===== config.mk =====
export PLATFORM = sky130hd
export DESIGN_NAME = multicycle_control_flat
export DESIGN_NICKNAME = d
export VERILOG_FILES = /design/src/rtl/multicycle_control_if.sv /design/src/rtl/multicycle_control.sv /design/src/flat_wrapper.sv
export SDC_FILE = /design/constraint.sdc
export NUM_CORES = 1
export LEC_CHECK = 0
export CORE_UTILIZATION = 30
export CTS_CLUSTER_SIZE = 14
export DETAILED_ROUTE_END_ITERATION = 7
export DONT_BUFFER_PORTS = 1
export SYNTH_ARGS = -nofsm -noshare
export SYNTH_HDL_FRONTEND = slang
export SYNTH_SLANG_ARGS = --single-unit

===== constraint.sdc =====
create_clock -name clk -period 4 [get_ports clk]
set_input_delay 0.6 -clock clk [delete_from_list [all_inputs] [get_ports clk]]
set_output_delay 0.6 -clock clk [all_outputs]
set_load 0.05 [all_outputs]

===== src/rtl/multicycle_control_if.sv =====
// Shared encodings and control/memory bundle for the TSC multi-cycle controller.
// Controller drives the master side; datapath/decoder/memory sit on the slave side.
package multicycle_pkg;
  localparam logic [2:0] IT_NOP    = 3'd0;
  localparam logic [2:0] IT_RTYPE  = 3'd1;
  localparam logic [2:0] IT_LOAD   = 3'd2;
  localparam logic [2:0] IT_STORE  = 3'd3;
  localparam logic [2:0] IT_BRANCH = 3'd4;
  localparam logic [2:0] IT_JUMP   = 3'd5;
  localparam logic [2:0] IT_OUTPUT = 3'd6;

  localparam logic [3:0] OP_LHI = 4'd6;
  localparam logic [3:0] OP_LWD = 4'd7;
  localparam logic [3:0] OP_JAL = 4'd10;
  localparam logic [3:0] OP_RT  = 4'd15;

  localparam logic [5:0] FN_JPR = 6'd25;
  localparam logic [5:0] FN_JRL = 6'd26;
endpackage

interface multicycle_control_if #(
  parameter int CNT_WIDTH = 16
);
  logic [2:0]           inst_type;
  logic [3:0]           opcode;
  logic [5:0]           func_code;
  logic                 branch_taken;
  logic                 mem_ack;
  logic                 mem_req;
  logic                 mem_we;
  logic                 i_or_d;
  logic                 ir_write;
  logic                 pc_write;
  logic [1:0]           pc_src;
  logic                 reg_write;
  logic [1:0]           wb_sel;
  logic                 output_active;
  logic [CNT_WIDTH-1:0] num_inst;

  modport master (
    input  inst_type, opcode, func_code,
    input  branch_taken, mem_ack,
    output mem_req, mem_we, i_or_d,
    output ir_write, pc_write, pc_src,
    output reg_write, wb_sel,
    output output_active, num_inst
  );

  modport slave (
    output inst_type, opcode, func_code,
    output branch_taken, mem_ack,
    input  mem_req, mem_we, i_or_d,
    input  ir_write, pc_write, pc_src,
    input  reg_write, wb_sel,
    input  output_active, num_inst
  );
endinterface


===== src/rtl/multicycle_control.sv =====
// TSC multi-cycle control FSM: sequences fetch, decode, execute,
// memory and writeback, and counts retired instructions.
module multicycle_control
  import multicycle_pkg::*;
#(
  parameter int CNT_WIDTH = 16
) (
  input  logic                 clk,
  input  logic                 reset_n,
  multicycle_control_if.master bus
);

  typedef enum logic [2:0] {
    S_INIT = 3'd0,
    S_IF   = 3'd1,
    S_ID   = 3'd2,
    S_EX   = 3'd3,
    S_MEM  = 3'd4,
    S_WB   = 3'd5
  } state_e;

  state_e               state_q, state_d;
  logic [CNT_WIDTH-1:0] cnt_q, cnt_d;

  logic is_lwd;
  logic is_reg_jump;
  logic is_link;
  logic retire;

  assign is_lwd = bus.opcode == OP_LWD;

  assign is_reg_jump = bus.opcode == OP_RT &&
    (bus.func_code == FN_JPR ||
     bus.func_code == FN_JRL);

  assign is_link = bus.opcode == OP_JAL ||
    (bus.opcode == OP_RT &&
     bus.func_code == FN_JRL);

  // State and retired-count registers
  always_ff @(posedge clk or negedge reset_n) begin
    if (!reset_n) begin
      state_q <= S_INIT;
      cnt_q   <= '0;
    end else begin
      state_q <= state_d;
      cnt_q   <= cnt_d;
    end
  end

  // Next-state sequencing per instruction class
  always_comb begin
    state_d = state_q;
    unique case (state_q)
      S_INIT: state_d = S_IF;
      S_IF: begin
        if (bus.mem_ack) state_d = S_ID;
      end
      S_ID: begin
        unique case (bus.inst_type)
          IT_RTYPE, IT_LOAD, IT_STORE,
          IT_BRANCH, IT_JUMP: state_d = S_EX;
          default:            state_d = S_IF;
        endcase
      end
      S_EX: begin
        unique case (bus.inst_type)
          IT_RTYPE: state_d = S_WB;
          IT_LOAD:  state_d = is_lwd ? S_MEM : S_WB;
          IT_STORE: state_d = S_MEM;
          IT_JUMP:  state_d = is_link ? S_WB : S_IF;
          default:  state_d = S_IF;
        endcase
      end
      S_MEM: begin
        if (bus.mem_ack) begin
          state_d = (bus.inst_type == IT_STORE) ?
            S_IF : S_WB;
        end
      end
      S_WB:    state_d = S_IF;
      default: state_d = S_INIT;
    endcase
  end

  // Retire on every return to fetch, except the first one out of INIT
  always_comb begin
    retire = (state_d == S_IF) &&
      (state_q == S_ID || state_q == S_EX ||
       state_q == S_MEM || state_q == S_WB);
    cnt_d = retire ? cnt_q + 1'b1 : cnt_q;
  end

  // Control outputs decoded from state and current instruction
  always_comb begin
    bus.mem_req       = 1'b0;
    bus.mem_we        = 1'b0;
    bus.i_or_d        = 1'b0;
    bus.ir_write      = 1'b0;
    bus.pc_write      = 1'b0;
    bus.pc_src        = 2'd0;
    bus.reg_write     = 1'b0;
    bus.wb_sel        = 2'd0;
    bus.output_active = 1'b0;
    unique case (state_q)
      S_IF: begin
        bus.mem_req  = 1'b1;
        bus.ir_write = bus.mem_ack;
      end
      S_ID: begin
        bus.pc_write = 1'b1;
        bus.output_active =
          bus.inst_type == IT_OUTPUT;
      end
      S_EX: begin
        if (bus.inst_type == IT_BRANCH) begin
          bus.pc_write = bus.branch_taken;
          bus.pc_src   = 2'd1;
        end else if (bus.inst_type == IT_JUMP) begin
          bus.pc_write = 1'b1;
          bus.pc_src   = is_reg_jump ? 2'd3 : 2'd2;
        end
      end
      S_MEM: begin
        bus.mem_req = 1'b1;
        bus.i_or_d  = 1'b1;
        bus.mem_we  = bus.inst_type == IT_STORE;
      end
      S_WB: begin
        bus.reg_write = 1'b1;
        if (bus.inst_type == IT_LOAD && is_lwd)
          bus.wb_sel = 2'd1;
        else if (bus.inst_type == IT_JUMP && is_link)
          bus.wb_sel = 2'd2;
      end
      default: ;
    endcase
  end

  assign bus.num_inst = cnt_q;

endmodule


===== src/flat_wrapper.sv =====
// flat-port wrapper written by rule: the top's interface ports become plain ports
module multicycle_control_flat import multicycle_pkg::*;
#(
  parameter int CNT_WIDTH = 16
)
  (clk, reset_n, bus_inst_type, bus_opcode, bus_func_code, bus_branch_taken, bus_mem_ack, bus_mem_req, bus_mem_we, bus_i_or_d, bus_ir_write, bus_pc_write, bus_pc_src, bus_reg_write, bus_wb_sel, bus_output_active, bus_num_inst);
  multicycle_control_if #(.CNT_WIDTH(CNT_WIDTH)) bus_i ();
  input  logic clk;
  input  logic reset_n;
  input wire logic [$bits(bus_i.inst_type)-1:0] bus_inst_type;
  input wire logic [$bits(bus_i.opcode)-1:0] bus_opcode;
  input wire logic [$bits(bus_i.func_code)-1:0] bus_func_code;
  input wire logic [$bits(bus_i.branch_taken)-1:0] bus_branch_taken;
  input wire logic [$bits(bus_i.mem_ack)-1:0] bus_mem_ack;
  output wire logic [$bits(bus_i.mem_req)-1:0] bus_mem_req;
  output wire logic [$bits(bus_i.mem_we)-1:0] bus_mem_we;
  output wire logic [$bits(bus_i.i_or_d)-1:0] bus_i_or_d;
  output wire logic [$bits(bus_i.ir_write)-1:0] bus_ir_write;
  output wire logic [$bits(bus_i.pc_write)-1:0] bus_pc_write;
  output wire logic [$bits(bus_i.pc_src)-1:0] bus_pc_src;
  output wire logic [$bits(bus_i.reg_write)-1:0] bus_reg_write;
  output wire logic [$bits(bus_i.wb_sel)-1:0] bus_wb_sel;
  output wire logic [$bits(bus_i.output_active)-1:0] bus_output_active;
  output wire logic [$bits(bus_i.num_inst)-1:0] bus_num_inst;
  assign bus_i.inst_type = bus_inst_type;
  assign bus_i.opcode = bus_opcode;
  assign bus_i.func_code = bus_func_code;
  assign bus_i.branch_taken = bus_branch_taken;
  assign bus_i.mem_ack = bus_mem_ack;
  assign bus_mem_req = bus_i.mem_req;
  assign bus_mem_we = bus_i.mem_we;
  assign bus_i_or_d = bus_i.i_or_d;
  assign bus_ir_write = bus_i.ir_write;
  assign bus_pc_write = bus_i.pc_write;
  assign bus_pc_src = bus_i.pc_src;
  assign bus_reg_write = bus_i.reg_write;
  assign bus_wb_sel = bus_i.wb_sel;
  assign bus_output_active = bus_i.output_active;
  assign bus_num_inst = bus_i.num_inst;
  multicycle_control #(.CNT_WIDTH(CNT_WIDTH)) u_core (.clk(clk), .reset_n(reset_n), .bus(bus_i));
endmodule

# After elaboration in Yosys (flattened, before gate mapping)
# Cells that the tools add are included.
# totals
word_cells,58
reg_bits,19
in_bits,17
# classes
addsub,1
muxes,24
reduce_logical,14
eq_ne,17
# op_table
operator,count
$add 16x1->16 const B,1
$eq 3x3->1 const B,5
$pmux 3 s5,1
$mux 2,7
$eq 3x2->1 const B,4
$eq 6x5->1 const B,2
$mux 3,4
$pmux 3 s4,1
$mux 1,10
$eq 3x1->1 const B,3
$eq 4x4->1 const B,2
$logic_and 1x1->1,5
$logic_or 1x1->1,5
$reduce_or 5->1,1
$eq 4x3->1 const B,1
$reduce_or 2->1,2
$logic_not 3->1,1
$pmux 1 s2,1

# Logic depth before layout (Yosys ltp)
# logic_depth
word_depth,8
depth_mapped,8
ltp_nobuf,6

# Worst setup path before layout
# No wires, ideal clock.
# synth_timing
path_type,input to output
from,input port bus_func_code[2]
to,output port bus_wb_sel[1]
slack_ns,0.807
path_buffers,0
t_required_ns,3.400
cell_stages,3
arrival_ns,2.593
path_cell_list,nor4bb_1 > a21oi_1 > nor4_1
# synth_via
elab_chain_len,7
# synth_rtl
element,line,source
"start, declared",flat_wrapper.sv:12,input wire logic [$bits(bus_i.func_code)-1:0] bus_func_code;
$eq 6x5->1,multicycle_control.sv:38,bus.func_code == FN_JRL);
$logic_and 1x1->1,multicycle_control.sv:37,(bus.opcode == OP_RT &&
$logic_or 1x1->1,multicycle_control.sv:36,assign is_link = bus.opcode == OP_JAL ||
$logic_and 1x1->1,multicycle_control.sv:133,else if (bus.inst_type == IT_JUMP && is_link)
$mux 2,multicycle_control.sv:133,
$mux 2,multicycle_control.sv:131,if (bus.inst_type == IT_LOAD && is_lwd)
$mux 2,multicycle_control.sv:105,unique case (state_q)
"end, declared",flat_wrapper.sv:22,output wire logic [$bits(bus_i.wb_sel)-1:0] bus_wb_sel;
# Every way passes these cells.

# Worst setup path after layout
# layout_timing
from,input port bus_func_code[2]
to,output port bus_pc_src[0]
# layout_via
elab_chain_len,7
word_cells_on_any_way,8
classes_between,eq/ne: 2; mux: 4; reduce/logical: 2
# layout_rtl
element,line,source
$eq 6x5->1 (on tied branches),"multicycle_control.sv:33, multicycle_control.sv:34",
$logic_or 1x1->1 *,multicycle_control.sv:33,(bus.func_code == FN_JPR ||
$logic_and 1x1->1 *,multicycle_control.sv:32,assign is_reg_jump = bus.opcode == OP_RT &&
$mux 1 *,multicycle_control.sv:121,bus.pc_src = is_reg_jump ? 2'd3 : 2'd2;
$mux 2 *,multicycle_control.sv:119,end else if (bus.inst_type == IT_JUMP) begin
$mux 2 *,multicycle_control.sv:116,if (bus.inst_type == IT_BRANCH) begin
$mux 2 *,multicycle_control.sv:105,
"end, declared",flat_wrapper.sv:20,output wire logic [$bits(bus_i.pc_src)-1:0] bus_pc_src;
# Mark *: on every way between the ends. The rest lies on a longest branch, timed or not.

==> results.sh <==
export IMPL_crit_path_max_fanout=2
export IMPL_r2r_worst_path_cells=6
export IMPL_finalHoldViolations=0
export IMPL_irDropWorstVdd_mv=0.260
export IMPL_synth_ff_type="dfrtp_1"
export IMPL_synthDominantAreaCellType="dfrtp_1"
export IMPL_post_layout_min_period_ns=2.61
export IMPL_cts_repair_resize_count=0
export IMPL_maximum_number_of_pins_on_one_net_before_global_route_repair=20
export IMPL_io_pins=44
export IMPL_clockRootBuffer="clkbuf_8"
export IMPL_post_dp_hpwl_um=1930
export IMPL_route_detailed_drc=0
export IMPL_wl_um=2530
export IMPL_worst_endpoint_required_ns=3.40
export IMPL_detailroute_via_count=941
export IMPL_antenna_found_initial=0
export IMPL_layout_area_overhead_vs_synth_pct=8.34
export IMPL_syn_num_nets=143
export IMPL_critPathMaxStageDelay_ns=0.69
export IMPL_die_y_um=65.2
export IMPL_synth_top_family_by_area="simple AND/OR/NAND/NOR gates"
export IMPL_clkSinkCount=19
export IMPL_synth_area_top_cells="dfrtp_1 40%, xnor2_1 12%, and3_1 4.2%, nand3_1 3.8%, ha_1 3.1%"
export IMPL_grt_pass1_vias=932
export IMPL_synthTopCellsByCount="19 x dfrtp_1, 16 x xnor2_1, 10 x nor2_1"
export IMPL_grt_first_pass_wirelength_um=4160
export IMPL_most_used_standard_cell_by_instance_count_after_synthesis="dfrtp_1"
export IMPL_clock_fmax_mhz=384
export IMPL_synth_avg_cell_area_um2=9.76
export IMPL_cts_reportedPaths_clkPinSlew_ns=0.07
export IMPL_final_net_count=144
export IMPL_setup_worst_path_end="bus_pc_src[0]"
export IMPL_synth_compound_gate_area_share=0.0897
export IMPL_port_buffers=0
export IMPL_setup_tns_ns=0
export IMPL_synth_xor_area_frac=0.124
export IMPL_global_route_congestion_overflow_total=0
export IMPL_die_span_in_x_um=65.2
export IMPL_wl_per_cell_um=14.8
export IMPL_worst_r2r_setup_slack_ns=1.53
export IMPL_cts_setup_buffers=0
export IMPL_initial_utilization=0.321
export IMPL_worstPathCellList="nor4bb_1, nand3_1, nor3_1, a21oi_1, nor2_1"
export IMPL_yosys_area_top_type_share=0.396
export IMPL_drtPass1Iterations=4
export IMPL_hold_path_class="input port to async pin"
export IMPL_transition_time_at_the_pin_with_the_least_slew_margin_ns=1.05
export IMPL_status="completed"
export IMPL_ys_seq_area_frac=0.396
export IMPL_period_share=0.652
export IMPL_fillCellCount=398
export IMPL_grtUsageTotal=0.122
export IMPL_synth_mux_area_fraction=0.00938
export IMPL_clock_tree_from_tritoncts="yes"
export IMPL_cap_viol_max_count=0
export IMPL_critical_path_arrival_ns=2.01
export IMPL_clockBufferDepth=2
export IMPL_p_per_area_nw_per_um2=563
export IMPL_antenna_diode_count=0
export IMPL_multi_input_comb_area_um2=681
export IMPL_synthesis_instances=123
export IMPL_synth_warn=0
export IMPL_critPathKind="input port to output pin"
export IMPL_dieArea_um2=4260
export IMPL_timing_max_transition_violations_final=0
export IMPL_worst_slew_margin_rel=0.300
export IMPL_reg2reg_from="u_core.state_q[2]$_DFF_PN0_"
export IMPL_yosys_cell_types_count=36
export IMPL_place_area_um2=1250
export IMPL_synth_adder_area_share=0.0313
export IMPL_grt_setup_unrepaired="no"
export IMPL_ctsHoldBuffers=0
export IMPL_register_bit_total_from_synthesis=19
export IMPL_floorplan_rows=22
export IMPL_finalClockSkew_ns=0.00580
export IMPL_final_layout_size_suffix_gt1_frac=0.122
export IMPL_placement_setup_worst_slack_ns=1.29
export IMPL_cell_with_the_biggest_individual_delay_on_the_critical_path="nor2_1"
export IMPL_static_leakage_power_uw=0.000554
export IMPL_rr_endpoint="u_core.bus.num_inst[11]$_DFFE_PN0P_"
export IMPL_number_of_violations_reported_at_the_end_of_detailed_routing_iteration_0=101
export IMPL_core_area_um2=3740
export IMPL_layout_cell_area_non_filler_um2=1300
export IMPL_crit_start="bus_func_code[2]"
export IMPL_number_of_enable_flip_flop_cells_after_synthesis=0
export IMPL_postRouteAntennaNets=0
export IMPL_cts_htree_levels=1
export IMPL_synthesis_area_um2=1200
export IMPL_cts_inserted_buffers=3
export IMPL_end_kind="output pin"
export IMPL_timing_final_ws_setup_ns=1.39
export IMPL_synth_async_reset_ratio=1.00
export IMPL_worstSkewPairLatency_ns=0.25
export IMPL_area_sequential_um2=475
export IMPL_placer_congestion_estimate=0.751
export IMPL_finalSetupViolCount=0
export IMPL_yosys_area_share_simple=0.298
export IMPL_routed_via_density=5.50
export IMPL_setup_worst_path_start_class="input port"
routing by layer:
layer,global-route usage,vias to the layer above,part of all wire
li1,-,440,-
met1,0.150,456,0.44
met2,0.206,41,0.46
met3,0.0365,4,0.097
met4,0.0326,0,0.0071
met5,0,-,0
critical path: cells and delay by family:
family | cells | cell delay (ns)
AOI/OAI and AO/OA | 1 | 0.06
and+or+nand+nor | 4 | 1.35
worst min-delay path by stage:
stage / start / endpoint / slack, ns
finish: reset_n / u_core.bus.num_inst[5]$_DFFE_PN0P_ / 0.04
global route: reset_n / u_core.bus.num_inst[8]$_DFFE_PN0P_ / 0.02
CTS: reset_n / u_core.bus.num_inst[8]$_DFFE_PN0P_ / 0.03
detailed placement: reset_n / u_core.bus.num_inst[12]$_DFFE_PN0P_ / 0.30
global placement: reset_n / u_core.bus.num_inst[12]$_DFFE_PN0P_ / 0.30
floorplan: reset_n / u_core.bus.num_inst[0]$_DFFE_PN0P_ / 0.30
registers in the layout, summed over array words and instances (netlist names):
signal and flops:
u_core.state_q 3, u_core.bus.num_inst 16
report_power, final:
part	internal (uW)	total [uW]	switching [uW]
clock network	69.0	129	59.5
registers	225	372	147
logic	85.2	232	147
total	379	732	353
cells by family after synthesis:
group                    count (synthesis)
AND/OR/NAND/NOR                         59
flip-flops                              19
XOR/XNOR                                17
AO/OA/AOI/OAI                           13
buffers and inverters                   11
adder cells (fa/ha/maj)                  3
multiplexers                             1
stage by stage:
step	std cells	total power (uW)	utilization	hold slack (ns)
floorplan	123	577	-	0.304
global placement	167	601	0.335	0.305
detailed placement	167	608	0.335	0.305
CTS	171	740	0.347	0.0297
global route	171	775	0.347	0.0232
finish	171	732	0.347	0.0370
placed cells by master, fill, tap and decap left out, types with 2 or more instances in the layout:
master	n
buf_4	3
nand3_1	9
nor2_1	10
o21ai_0	3
nor2b_1	3
nor4bb_1	2
nor3_1	2
and4_1	2
nand2_1	5
and3_1	8
nand4_1	5
nand4_2	2
nand3b_1	2
a21oi_1	3
clkbuf_8	3
inv_1	4
dfrtp_1	19
xnor2_1	16
ha_1	3
area by class of cell:
cell class,instances,share of cell area
multi-input cells,93,0.524
flip-flops and latches,19,0.366
well taps,48,0.0462
clock buffers,3,0.0318
repair buffers,3,0.0173
inverters,4,0.0115
clock inverters,1,0.00385
Power figures use the tool's default switching activity.
